--- config.mk ---
export PLATFORM = sky130hd
export DESIGN_NAME = mem_ctrl
export DESIGN_NICKNAME = d
export VERILOG_FILES = /design/src/rtl/riscv_mem_pkg.sv /design/src/rtl/mem_ctrl.sv
export SDC_FILE = /design/constraint.sdc
export NUM_CORES = 1
export LEC_CHECK = 0
export ABC_CLOCK_PERIOD_IN_PS = 29300
export CORE_ASPECT_RATIO = 0.5
export CORE_MARGIN = 3
export CORE_UTILIZATION = 50
export CTS_BUF_LIST = sky130_fd_sc_hd__clkbuf_16
export CTS_CLUSTER_DIAMETER = 40
export CTS_CLUSTER_SIZE = 10
export DETAILED_ROUTE_END_ITERATION = 7
export PLACE_DENSITY = 0.77
export SKIP_LAST_GASP = 1
export SLEW_MARGIN = 20
export SYNTH_ARGS = -nofsm -noshare
export SYNTH_HDL_FRONTEND = slang
export SYNTH_SLANG_ARGS = --single-unit
--- constraint.sdc ---
create_clock -name clk_in -period 29.3 [get_ports clk_in]
set_input_delay 5.86 -clock clk_in [delete_from_list [all_inputs] [get_ports clk_in]]
set_output_delay 5.86 -clock clk_in [all_outputs]
set_load 0.05 [all_outputs]
--- src/rtl/riscv_mem_pkg.sv ---
`default_nettype none
// ============================================================================
// Package : riscv_mem_pkg
// Shared state, size and IO-decode constants for the byte-wide memory controller.
// Rev     : 1.0
// ============================================================================
package riscv_mem_pkg;

    localparam int LINE_BYTES_DEF = 16;

    typedef logic [1:0] state_t;
    localparam state_t ST_IDLE     = 2'd0;
    localparam state_t ST_IC_READ  = 2'd1;
    localparam state_t ST_LS_READ  = 2'd2;
    localparam state_t ST_LS_WRITE = 2'd3;

    localparam logic [1:0] SIZE_B = 2'd0;
    localparam logic [1:0] SIZE_H = 2'd1;
    localparam logic [1:0] SIZE_W = 2'd2;

    // Address bits [17:16] select the IO region.
    localparam logic [1:0] IO_SEL = 2'b11;

    function automatic logic is_io(input logic [1:0] sel);
        return sel == IO_SEL;
    endfunction

endpackage

`default_nettype wire

--- src/rtl/mem_ctrl.sv ---
`default_nettype none
// ============================================================================
// Module : mem_ctrl
// Arbitrates icache line fills and load/store accesses onto a byte-wide RAM/IO bus.
// Rev    : 1.0
// ============================================================================
module mem_ctrl
    import riscv_mem_pkg::*;
#(
    parameter int LINE_BYTES = LINE_BYTES_DEF
) (
    input  logic                    clk_in,
    input  logic                    rst_in,
    input  logic                    rdy_in,
    input  logic [7:0]              mem_din,
    output logic [7:0]              mem_dout,
    output logic [31:0]             mem_a,
    output logic                    mem_wr,
    input  logic                    io_buffer_full,
    input  logic                    clear,
    input  logic                    ic_req,
    input  logic [31:0]             ic_addr,
    output logic                    ic_done,
    output logic [LINE_BYTES*8-1:0] ic_line,
    input  logic                    ls_req,
    input  logic                    ls_wr,
    input  logic [31:0]             ls_addr,
    input  logic [1:0]              ls_size,
    input  logic [31:0]             ls_wdata,
    output logic                    ls_done,
    output logic [31:0]             ls_rdata
);

    localparam int OFF = $clog2(LINE_BYTES);
    localparam int CW  = OFF + 1;
    localparam logic [31:0] LINE_MASK = 32'(LINE_BYTES - 1);

    state_t                  state;
    logic [CW-1:0]           cnt;
    logic [CW-1:0]           nbytes;
    logic [31:0]             base;
    logic [31:0]             wdata;
    logic                    in_flight;
    logic                    wr_q;
    logic [LINE_BYTES*8-1:0] asm_data;

    logic [31:0]   cur_addr;
    logic [31:0]   line_base;
    logic [OFF-1:0] cap_idx;
    logic          io_stall;
    logic          ls_io_stall;
    logic [CW-1:0] ls_nbytes;

    always_comb begin
        cur_addr    = base + 32'(cnt);
        line_base   = ic_addr & ~LINE_MASK;
        cap_idx     = OFF'(cnt - CW'(1));
        io_stall    = is_io(cur_addr[17:16]) && io_buffer_full;
        ls_io_stall = is_io(ls_addr[17:16]) && io_buffer_full;
        case (ls_size)
            SIZE_B:  ls_nbytes = CW'(1);
            SIZE_H:  ls_nbytes = CW'(2);
            SIZE_W:  ls_nbytes = CW'(4);
            default: ls_nbytes = CW'(4);
        endcase
    end

    // A paused write is re-presented when rdy_in returns because wr_q is held.
    assign mem_wr = wr_q & rdy_in;

    always_ff @(posedge clk_in or posedge rst_in) begin
        if (rst_in) begin
            state     <= ST_IDLE;
            cnt       <= '0;
            nbytes    <= '0;
            base      <= '0;
            wdata     <= '0;
            in_flight <= 1'b0;
            wr_q      <= 1'b0;
            asm_data  <= '0;
            mem_a     <= '0;
            mem_dout  <= '0;
            ic_done   <= 1'b0;
            ic_line   <= '0;
            ls_done   <= 1'b0;
            ls_rdata  <= '0;
        end else if (rdy_in) begin
            ic_done <= 1'b0;
            ls_done <= 1'b0;
            case (state)
                ST_IDLE: begin
                    mem_a    <= '0;
                    mem_dout <= '0;
                    wr_q     <= 1'b0;
                    if (ls_req) begin
                        base     <= ls_addr;
                        wdata    <= ls_wdata;
                        nbytes   <= ls_nbytes;
                        asm_data <= '0;
                        if (ls_wr) begin
                            state <= ST_LS_WRITE;
                            if (ls_io_stall) begin
                                cnt       <= '0;
                                in_flight <= 1'b0;
                            end else begin
                                wr_q      <= 1'b1;
                                mem_a     <= ls_addr;
                                mem_dout  <= ls_wdata[7:0];
                                cnt       <= CW'(1);
                                in_flight <= 1'b1;
                            end
                        end else begin
                            state     <= ST_LS_READ;
                            mem_a     <= ls_addr;
                            cnt       <= CW'(1);
                            in_flight <= 1'b1;
                        end
                    end else if (ic_req && !clear) begin
                        state     <= ST_IC_READ;
                        base      <= line_base;
                        nbytes    <= CW'(LINE_BYTES);
                        asm_data  <= '0;
                        mem_a     <= line_base;
                        cnt       <= CW'(1);
                        in_flight <= 1'b1;
                    end
                end
                default: begin
                    if (state == ST_IC_READ && clear) begin
                        // Flush wins even over a completing line fill.
                        state     <= ST_IDLE;
                        mem_a     <= '0;
                        mem_dout  <= '0;
                        wr_q      <= 1'b0;
                        in_flight <= 1'b0;
                    end else begin
                        if (in_flight && state != ST_LS_WRITE)
                            asm_data[{cap_idx, 3'b000} +: 8] <= mem_din;
                        if (cnt < nbytes) begin
                            if (state == ST_LS_WRITE && io_stall) begin
                                wr_q      <= 1'b0;
                                mem_a     <= '0;
                                mem_dout  <= '0;
                                in_flight <= 1'b0;
                            end else begin
                                wr_q      <= (state == ST_LS_WRITE);
                                mem_a     <= cur_addr;
                                mem_dout  <= (state == ST_LS_WRITE) ?
                                             wdata[{cnt[1:0], 3'b000} +: 8] : 8'h00;
                                cnt       <= cnt + CW'(1);
                                in_flight <= 1'b1;
                            end
                        end else if (in_flight) begin
                            wr_q      <= 1'b0;
                            mem_a     <= '0;
                            mem_dout  <= '0;
                            in_flight <= 1'b0;
                        end else begin
                            state <= ST_IDLE;
                            if (state == ST_IC_READ) begin
                                ic_done <= 1'b1;
                                ic_line <= asm_data;
                            end else begin
                                ls_done <= 1'b1;
                                if (state == ST_LS_READ)
                                    ls_rdata <= asm_data[31:0];
                            end
                        end
                    end
                end
            endcase
        end
    end

endmodule

`default_nettype wire
---- Word-level counts from Yosys, hierarchy flattened ----
Cells that the tools add are included.
storage, ports and cells
  register bits after elaboration ......... 408
  input bits .............................. 114
operators by class
  bitwise operators ....................... 6
  multiplexer cells ....................... 69
  shift operators ......................... 3
  add/subtract/negate cells ............... 4
  order comparisons ....................... 1
  equal/unequal tests ..................... 12
  reductions and logical operators ........ 22
operators with widths
  operator                 number
  $mux 128                 5
  $mux 32                  11
  $bwmux 128               1
  $shift 8x9->128 const A  1
  $shiftx 8x9->128         1
  $mux 8                   9
  $mux 5                   9
  $add 32x5->32            1
  $shiftx 32x6->8          1
  $mux 1                   27
  $mux 2                   6
  $neg 7->9                1
  $eq 2x2->1 const B       4
  $reduce_and 4->1         2
  $reduce_and 7->1         1
  $logic_and 1x1->1        6
  $pmux 3 s2               1
  $reduce_and 3->1         2
  $reduce_and 6->1         1
  $reduce_bool 2->1        3
  $add 5x1->5 const B      1
  $lt 5x5->1               1
  $not 1->1                5
  $reduce_and 5->1         1
  12 further kinds         16

---- Logic depth before layout (Yosys ltp) ----
  word-level depth ........................ 8
  depth in mapped cells ................... 12
  gate-level depth less buffers ........... 10

---- Worst setup path before layout ----
OpenSTA, ideal clock, no wires.
  path kind ............................... input-to-output
  from .................................... input port rdy_in
  to ...................................... output port mem_wr
  path slack .............................. 16.882 ns
  required time ........................... 23.440 ns
  arrival time ............................ 6.558 ns
  stages on the path ...................... 2
  path buffers ............................ 1
  cell sequence ........................... clkbuf_1 > and2_1
between the ends
  longest elaborated chain between the ends .. 1
RTL lines
  what                RTL line        text
  start: declaration  mem_ctrl.sv:14  input logic rdy_in,
  $and 1x1->1         mem_ctrl.sv:69  assign mem_wr = wr_q & rdy_in;
  end: declaration    mem_ctrl.sv:18  output logic mem_wr,
Every way passes these cells.

---- Final worst setup path ----
Same ends and word-level chain as after synthesis.

==> flow_summary_export.csv <==
group,metric,value,unit
timing,setup_tns,0,ns
grt,grt_use_total,25.1,%
timing,hold_violations,0,
worst_setup_path,startpoint,"rdy_in",
synthesis,synth-main-ff-cell,"dfrtp_1",
synthesis,async_flop_share,100,%
clock_network,clock_latency,0.56,ns
timing,worst_slack,15.83,ns
route,first_iter_violations,1056,
final_layout,fill_cells,2490,
clock_network,cts.htree.levels,2,
final_layout,drive_gt1_share,16.7,%
worst_setup_path,cp.arrival,7.61,ns
route,via_per_inst,5.87,
clock_network,cts_buffers,47,
synthesis,syn_avg_cell_area,12.3,µm²
grt,grt_pass1_vias,13500,
grt,grt-ovfl-total,0,
final_layout,postLayoutCoreUtil,65.8,%
floorplan,dieArea,37400,µm²
clock_network,cts_tree,"built",
final_layout,instances_no_fill,2188,
final_layout,seq_area,10200,µm²
timing,maxSlewViolCount,0,
synthesis,synth_top_area_share,58.3,%
timing,max_freq,0.0743,GHz
synthesis,yosysMostFrequentCell,"dfrtp_1",
route,avgRoutedWirePerCell,21.7,µm
synthesis,syn_inst,1423,
grt,grt_antenna_before_repair,5,
clock_network,cts_hold_buf,0,
worst_setup_path,required,23.44,ns
worst_setup_path,worstRegToRegCells,8,
route,dr.pass1.iters,5,
power_and_ir_drop,p_leak,0.00984,µW
route,drc,0,
synthesis,syn_nets,1551,
placed_design,dp.final_hpwl,32.4,mm
floorplan,die_h,138,µm
clock_network,clk_pin_slew,0.06,ns
timing,rsz0062_at_grt,"no",
final_layout,synthToLayoutAreaGrowth,27.1,%
grt,grt_pass1_wl,75.8,mm
floorplan,dieWidth,270,µm
worst_setup_path,path_class,"in -> out",
synthesis,synthTopCellsByArea,"dfrtp_1 (58%), mux2_2 (11%), o2bb2ai_1 (4.9%)",
route,wirelength,47.5,mm
synthesis,synth_common_cells,"dfrtp_1 (407), mux2_2 (178), nand2_1 (128), o2bb2ai_1 (98), nor2_1 (89)",
timing,setup_viol,0,
synthesis,seq_area_frac_synth,58.3,%
route,ant_nets,0,
floorplan,rows,47,
placed_design,gp_congestion,0.864,
synthesis,synth_cell_types,69,
placed_design,pre_cts_ws,15.83,ns
synthesis,ys.warnings.count,0,
final_layout,multi_input_area,6760,µm²
timing,fin_crit,13.47,ns
timing,post-route-period-util,46.0,%
timing,slew_headroom,27.2,%
synthesis,synth_area_leader_cell,"dfrtp_1",
worst_setup_path,r2r-start,"cnt[1]$_DFFE_PP0P_",
min_path,hold_class,"reg -> reg",
floorplan,coreArea,33800,µm²
run_status,status,"finished, final reports clean",
clock_network,cts_buffer_depth,3,
floorplan,start_util,51.7,%
timing,worstMarginPinSlew,1.09,ns
floorplan,ios,317,
worst_setup_path,worstSetupEndpointType,"primary output",
clock_network,postCtsSetupBuffers,0,
grt,grt_max_degree,175,
final_layout,nNetsFinal,1840,
worst_setup_path,startpoint_type,"input port",
synthesis,synth_edf_count,0,
clock_network,cts_num_sinks,407,
placed_design,dp_cells,2126,
worst_setup_path,rrSetupSlack,25.33,ns
placed_design,io_buffers,312,
worst_setup_path,crit_end,"mem_wr",
run,drv_cap,0,
route,vias,12800,
power_and_ir_drop,powerDensity,95.7,nW/µm²
clock_network,root_buffer,"clkbuf_16",
clock_network,postCtsResizedCells,0,
worst_setup_path,path_max_fanout,11,
power_and_ir_drop,irDropWorstVdd,0.0583,mV
synthesis,ys_ff_latch,407,
worst_setup_path,r2r-end,"ic_line[66]$_DFFE_PP0P_",
synthesis,synth_area,17500,µm²
timing,fin_skew,0.0200,ns
min_path,min_path_cells,2,
==> cell families after synthesis <==
logic type	share of synthesized area (%)
flops	58.3
xor+xnor	1.76
simple gates	8.26
mux	13.0
buf+inv	3.20
compound gates	14.4
fa+ha+maj	1.05
==> layout by cell type, fill, tap and decap left out, types with 3 or more instances in the layout <==
cell and count:
a31oi_1 30, nor2_1 86, nor2b_1 3, o21ai_0 27, and3_1 13, clkbuf_16 47
and2_1 6, a22oi_1 24, nand4_1 8, buf_4 9, ha_1 13, diode_2 5
a21oi_2 3, a21oi_1 47, nand2_2 5, nand2b_1 10, dfrtp_1 406, xor2_1 14
mux2_1 6, inv_1 32, xnor2_1 18, nand2_1 128, mux4_2 8, a22o_1 26
o22ai_1 38, nor2_4 4, clkdlybuf4s50_1 312, o2bb2ai_1 98, nor3_1 7, mux2_2 178
a21o_1 17, nand3_1 33, a221oi_1 3
==> sequential cells by signal, summed over array words and instances, names as in the netlist <==
signal / count
mem_dout: 8
wdata: 32
cnt: 5
ic_done: 1
state: 2
ic_line: 128
in_flight: 1
ls_rdata: 32
ls_done: 1
nbytes: 4
base: 32
mem_a: 32
wr_q: 1
asm_data: 128
==> through the flow <==
step	cell area (µm²)	total power (µW)	hold WS, ns
3_5_place_dp	20900	1610	0.469
3_3_place_gp	20900	1580	0.460
2_1_floorplan	17500	1360	0.442
6_report	22200	2120	0.484
5_1_grt	22200	2220	0.505
4_1_cts	22100	2120	0.483
==> cell type report <==
| type | instances | area share (%) |
|---|---|---|
| clock inverters | 8 | 0.333 |
| multi-input cells | 899 | 30.5 |
| well taps | 465 | 2.62 |
| flip-flops and latches | 407 | 45.9 |
| inverters | 32 | 0.575 |
| clock buffers | 47 | 5.30 |
| repair buffers | 325 | 14.8 |
| diodes | 5 | 0.0564 |
==> worst max-delay path: stages <==
cell and delay [ns]:
clkdlybuf4s50_1 0.75, and2_1 0.20, clkdlybuf4s50_1 0.80
==> worst min-delay path by stage <==
stage | startpoint | to
4_1_cts | asm_data[32]$_DFFE_PP0P_ | asm_data[32]$_DFFE_PP0P_
5_1_grt | asm_data[124]$_DFFE_PP0P_ | asm_data[124]$_DFFE_PP0P_
2_1_floorplan | asm_data[32]$_DFFE_PP0P_ | asm_data[32]$_DFFE_PP0P_
3_3_place_gp | asm_data[32]$_DFFE_PP0P_ | asm_data[32]$_DFFE_PP0P_
6_report | asm_data[32]$_DFFE_PP0P_ | asm_data[32]$_DFFE_PP0P_
3_5_place_dp | asm_data[32]$_DFFE_PP0P_ | asm_data[32]$_DFFE_PP0P_
==> metal layers <==
metal | global-route usage (%) | up-vias | share of wire [%]
met5 | 0 | - | 0
met4 | 9.35 | 0 | 3.5
met3 | 3.57 | 99 | 4.9
met2 | 42.7 | 436 | 50
met1 | 33.1 | 6579 | 42
li1 | - | 5727 | -
==> power by group <==
group          internal (µW)  switching, µW
sequential               690            109
combinational            304            514
clock                    286            219
(Power assumes the default switching activity.)
